[config.mk]
export PLATFORM = sky130hd
export DESIGN_NAME = fifo_cdc
export DESIGN_NICKNAME = d
export VERILOG_FILES = /design/src/rtl/fifo_cdc.sv
export SDC_FILE = /design/constraint.sdc
export NUM_CORES = 1
export LEC_CHECK = 0
export BUFFER_PORTS_ARGS = -buffer_cell sky130_fd_sc_hd__buf_2
export CORE_ASPECT_RATIO = 0.7
export CORE_MARGIN = 1
export CORE_UTILIZATION = 40
export CTS_CLUSTER_SIZE = 30
export DETAILED_ROUTE_END_ITERATION = 10
export GPL_TIMING_DRIVEN = 0
export PLACE_DENSITY = 0.62
export SLEW_MARGIN = 30
export SYNTH_ARGS = -nofsm -noshare
export SYNTH_HDL_FRONTEND = slang
export SYNTH_SLANG_ARGS = --single-unit
export TNS_END_PERCENT = 100
[constraint.sdc]
create_clock -name clk -period 2.7 [get_ports clk]
set_input_delay 0.54 -clock clk [delete_from_list [all_inputs] [get_ports clk]]
set_output_delay 0.54 -clock clk [all_outputs]
set_load 0.01 [all_outputs]
[src/rtl/fifo_cdc.sv]
// FIFO with Gray-coded pointers and 2-flop pointer synchronizers, single clock for now.
// Pop data registered (1 edge); remote-side flag updates lag 2 edges, local-side flags update at once.
module fifo_cdc #(
  parameter int DATA_WIDTH = 8,
  parameter int DEPTH      = 16
) (
  input  logic                  clk,
  input  logic                  rst,
  input  logic [DATA_WIDTH-1:0] data_in,
  input  logic                  write_en,
  input  logic                  read_en,
  output logic [DATA_WIDTH-1:0] data_out,
  output logic                  fifo_empty,
  output logic                  fifo_full
);

  localparam int ADDR_WIDTH = $clog2(DEPTH);
  localparam int PW         = ADDR_WIDTH + 1;
  // Full when the write pointer is exactly one lap ahead: in Gray code that flips the top two bits.
  localparam logic [PW-1:0] FULL_MASK = PW'(3) << (PW - 2);

  logic [DATA_WIDTH-1:0] mem [DEPTH];

  logic [PW-1:0] wptr_bin, wptr_gray, wptr_bin_next;
  logic [PW-1:0] rptr_bin, rptr_gray, rptr_bin_next;
  logic [PW-1:0] wgray_sync1, wgray_sync2;
  logic [PW-1:0] rgray_sync1, rgray_sync2;
  logic          push, pop;

  function automatic logic [PW-1:0] bin2gray(input logic [PW-1:0] b);
    return b ^ (b >> 1);
  endfunction

  assign fifo_empty    = (rptr_gray == wgray_sync2);
  assign fifo_full     = (wptr_gray == (rgray_sync2 ^ FULL_MASK));
  assign push          = write_en & ~fifo_full;
  assign pop           = read_en & ~fifo_empty;
  assign wptr_bin_next = wptr_bin + PW'(1);
  assign rptr_bin_next = rptr_bin + PW'(1);

  always_ff @(posedge clk) begin
    if (push && !rst) begin
      mem[wptr_bin[ADDR_WIDTH-1:0]] <= data_in;
    end
  end

  // Write side: pointer plus synchronized copy of the read pointer.
  always_ff @(posedge clk) begin
    if (rst) begin
      wptr_bin    <= '0;
      wptr_gray   <= '0;
      rgray_sync1 <= '0;
      rgray_sync2 <= '0;
    end else begin
      rgray_sync1 <= rptr_gray;
      rgray_sync2 <= rgray_sync1;
      if (push) begin
        wptr_bin  <= wptr_bin_next;
        wptr_gray <= bin2gray(wptr_bin_next);
      end
    end
  end

  // Read side: pointer, output register and synchronized copy of the write pointer.
  always_ff @(posedge clk) begin
    if (rst) begin
      rptr_bin    <= '0;
      rptr_gray   <= '0;
      wgray_sync1 <= '0;
      wgray_sync2 <= '0;
      data_out    <= '0;
    end else begin
      wgray_sync1 <= wptr_gray;
      wgray_sync2 <= wgray_sync1;
      if (pop) begin
        data_out  <= mem[rptr_bin[ADDR_WIDTH-1:0]];
        rptr_bin  <= rptr_bin_next;
        rptr_gray <= bin2gray(rptr_bin_next);
      end
    end
  end

endmodule

==> flow_summary.json <==
{
  "start_util": 0.408,
  "yosysSeqAreaShare": 0.683,
  "critPathRequiredTime_ns": 2.83,
  "crit_path_start": "wptr_bin[0]",
  "antenna_left": 0,
  "timing.max_cap.violations": 0,
  "synth_area_per_cell_sq_um": 15.4,
  "hpwl_microns": 10100,
  "multi_input_area_sq_um": 2100,
  "synth_ff_type": "edfxtp_1",
  "cts_tree": "built",
  "fin_crit_ns": 2.31,
  "clock-sinks": 174,
  "cp.arrival_ns": 2.44,
  "min-delay-start": "wgray_sync1[1]",
  "synth_top_area_share": 0.551,
  "yosys.area_share.adder": 0.00896,
  "relSlewSlack": 0.417,
  "synth_edf_count": 128,
  "cpMaxStageDelayCell": "nor4_2",
  "path_clk_slew_ns": 0.07,
  "postRouteWirelength_microns": 14900,
  "syn_area_sq_um": 6980,
  "post-cts-setup-buffer-count": 0,
  "vias_per_cell": 5.27,
  "grt.total_usage": 0.176,
  "path_class": "reg2reg",
  "synth_top_family_by_area": "multiplexers",
  "rsz0062_at_grt": "no",
  "grt_first_pass_wirelength_microns": 22600,
  "muxShareOfSynthArea": 0.119,
  "clk_latency_ns": 0.43,
  "yosys.area.top_type": "edfxtp_1",
  "placed_area_sq_um": 7510,
  "yosysUniqueCellTypes": 41,
  "yosys.area_share.simple": 0.0894,
  "synth_top_cells_by_area": "edfxtp_1 55%, dfxtp_1 13%, mux4_2 5.8%, mux2i_1 3.4%, xnor2_1 2.5%",
  "antenna_cells": 0,
  "ios": 22,
  "clock_skew_ns": 0.00982,
  "finalInstanceArea_sq_um": 8090,
  "die_w_microns": 160,
  "drc": 0,
  "worst_slew_pin_slew_ns": 0.870,
  "r2r_start": "wptr_bin[0]",
  "irDropWorstVdd_mv": 0.445,
  "p_leak_uw": 0.00268,
  "antenna_found_initial": 0,
  "core-area_sq_um": 17100,
  "grt_max_degree": 17,
  "period_share": 0.855,
  "area_growth_pct": 15.9,
  "finalHoldViolCount": 0,
  "cp_top_family": "simple AND/OR/NAND/NOR gates",
  "cp-end-kind": "register",
  "fp.dieH_microns": 113,
  "seqCellArea_sq_um": 4760,
  "crit_path_max_incr_delay_ns": 0.56,
  "cts_resized": 0,
  "rows": 40,
  "min_path_type": "reg2reg",
  "dr.pass1.iters": 6,
  "hold_buffers": 0,
  "crit_chain": "ha_1, clkbuf_1, nand2b_1, nor4_2, buf_2",
  "fin_nets": 518,
  "yosysWarningCount": 0,
  "synth_cells": 453,
  "drive_gt1_frac": 0.233,
  "power_uw": 6270,
  "setup_viol": 0,
  "h-tree-depth": 4,
  "grt_overflow": 0,
  "final_common_cell": "edfxtp_1",
  "first_global_vias": 3742,
  "power_density_nw_per_um2": 775,
  "drt_iter0_markers": 318,
  "synth-compound-area-share": 0.0400,
  "synth_xor_xnor_area_share": 0.0314,
  "worst_setup_path_start_kind": "register",
  "cts_buffer_depth": 2,
  "clock.fmax_mhz": 433,
  "synth-async-reset-ratio": 0,
  "ys_ff_latch": 174,
  "cp_max_fo": 7,
  "die_area_sq_um": 18000,
  "slew_violations": 0,
  "critPathBufInv": 2,
  "numCtsBuffers": 17,
  "fillers": 1480,
  "cts_root_buf": "clkbuf_16",
  "vias": 3925,
  "most-common-layout-cells": "128 x edfxtp_1, 46 x dfxtp_1, 42 x nand2_1",
  "place_congestion": 0.789,
  "status": "completed",
  "synth_nets": 470,
  "port_buffers": 21,
  "wire_per_inst_microns": 20.1
}
[where the power goes]
part | internal [uW] | switching [uW]
combinational | 311 | 488
sequential | 2960 | 82.3
clock | 1380 | 1050
[worst reg2reg max path, delay by kind of cell (launching register included)]
family	cells	cell delay, ns
AND/OR/NAND/NOR	2	0.80
buffers and inverters	2	0.59
flip-flops	1	0.44
adder cells (fa/ha/maj)	1	0.18
[per-stage QoR]
step / instances / utilization / setup WS, ns / hold WS (ns) / TNS (ns)
6_report: 745 / 0.473 / 0.390 / 0.439 / 0
3_5_place_dp: 713 / 0.439 / 0.341 / 0.425 / 0
4_1_cts: 745 / 0.473 / 0.369 / 0.430 / 0
3_3_place_gp: 705 / 0.431 / -0.382 / 0.425 / -11.28
5_1_grt: 745 / 0.473 / 0.211 / 0.450 / 0
2_1_floorplan: 453 / - / 0.541 / 0.414 / 0
[sequential cells by signal, indices dropped and copies added, names as in the netlist]
name,flops
rgray_sync2,5
wptr_bin,5
wgray_sync2,5
rptr_gray,4
rgray_sync1,5
wgray_sync1,5
data_out,8
rptr_bin,5
wptr_gray,4
mem,128
[cell usage after synthesis, drive strengths merged, types with 7 or more instances]
cell type	n
buf	19
clkbuf	9
dfxtp	46
edfxtp	128
mux2i	24
mux4	24
nand2	42
nand2b	7
nor2	30
nor2b	23
nor3	13
o21ai	9
xnor2	20
[per-layer routing]
layer / part of all wire / global-route usage / vias up
li1: - / - / 1795
met1: 0.50 / 0.263 / 2005
met2: 0.44 / 0.251 / 112
met3: 0.054 / 0.0432 / 13
met4: 0.0082 / 0.0540 / 0
met5: 0 / 0 / -
[cell type report]
cell class | instances | area share
well taps | 231 | 0.0357
multi-input cells | 247 | 0.260
plain buffers | 28 | 0.0226
clock inverters | 15 | 0.0195
inverters | 4 | 0.00186
repair buffers | 29 | 0.0192
flip-flops and latches | 174 | 0.589
clock buffers | 17 | 0.0526
[worst paths after layout]
| kind | to | slack (ns) | depth (start not counted) |
|---|---|---|---|
| max | mem[3][5] | 0.39 | 5 |
| min | wgray_sync2[1] | 0.44 | 1 |
| max reg2reg | mem[3][5] | 0.39 | 5 |
| min reg2reg | wgray_sync2[1] | 0.44 | 1 |
[cell families after synthesis]
| logic type | count (synthesis) |
|---|---|
| AOI/OAI and AO/OA | 39 |
| xor gates and xnor gates | 25 |
| buffers and inverters | 32 |
| muxes | 50 |
| and+or+nand+nor | 128 |
| adders and majority gates | 5 |
| DFF | 174 |
(Power assumes the default switching activity.)
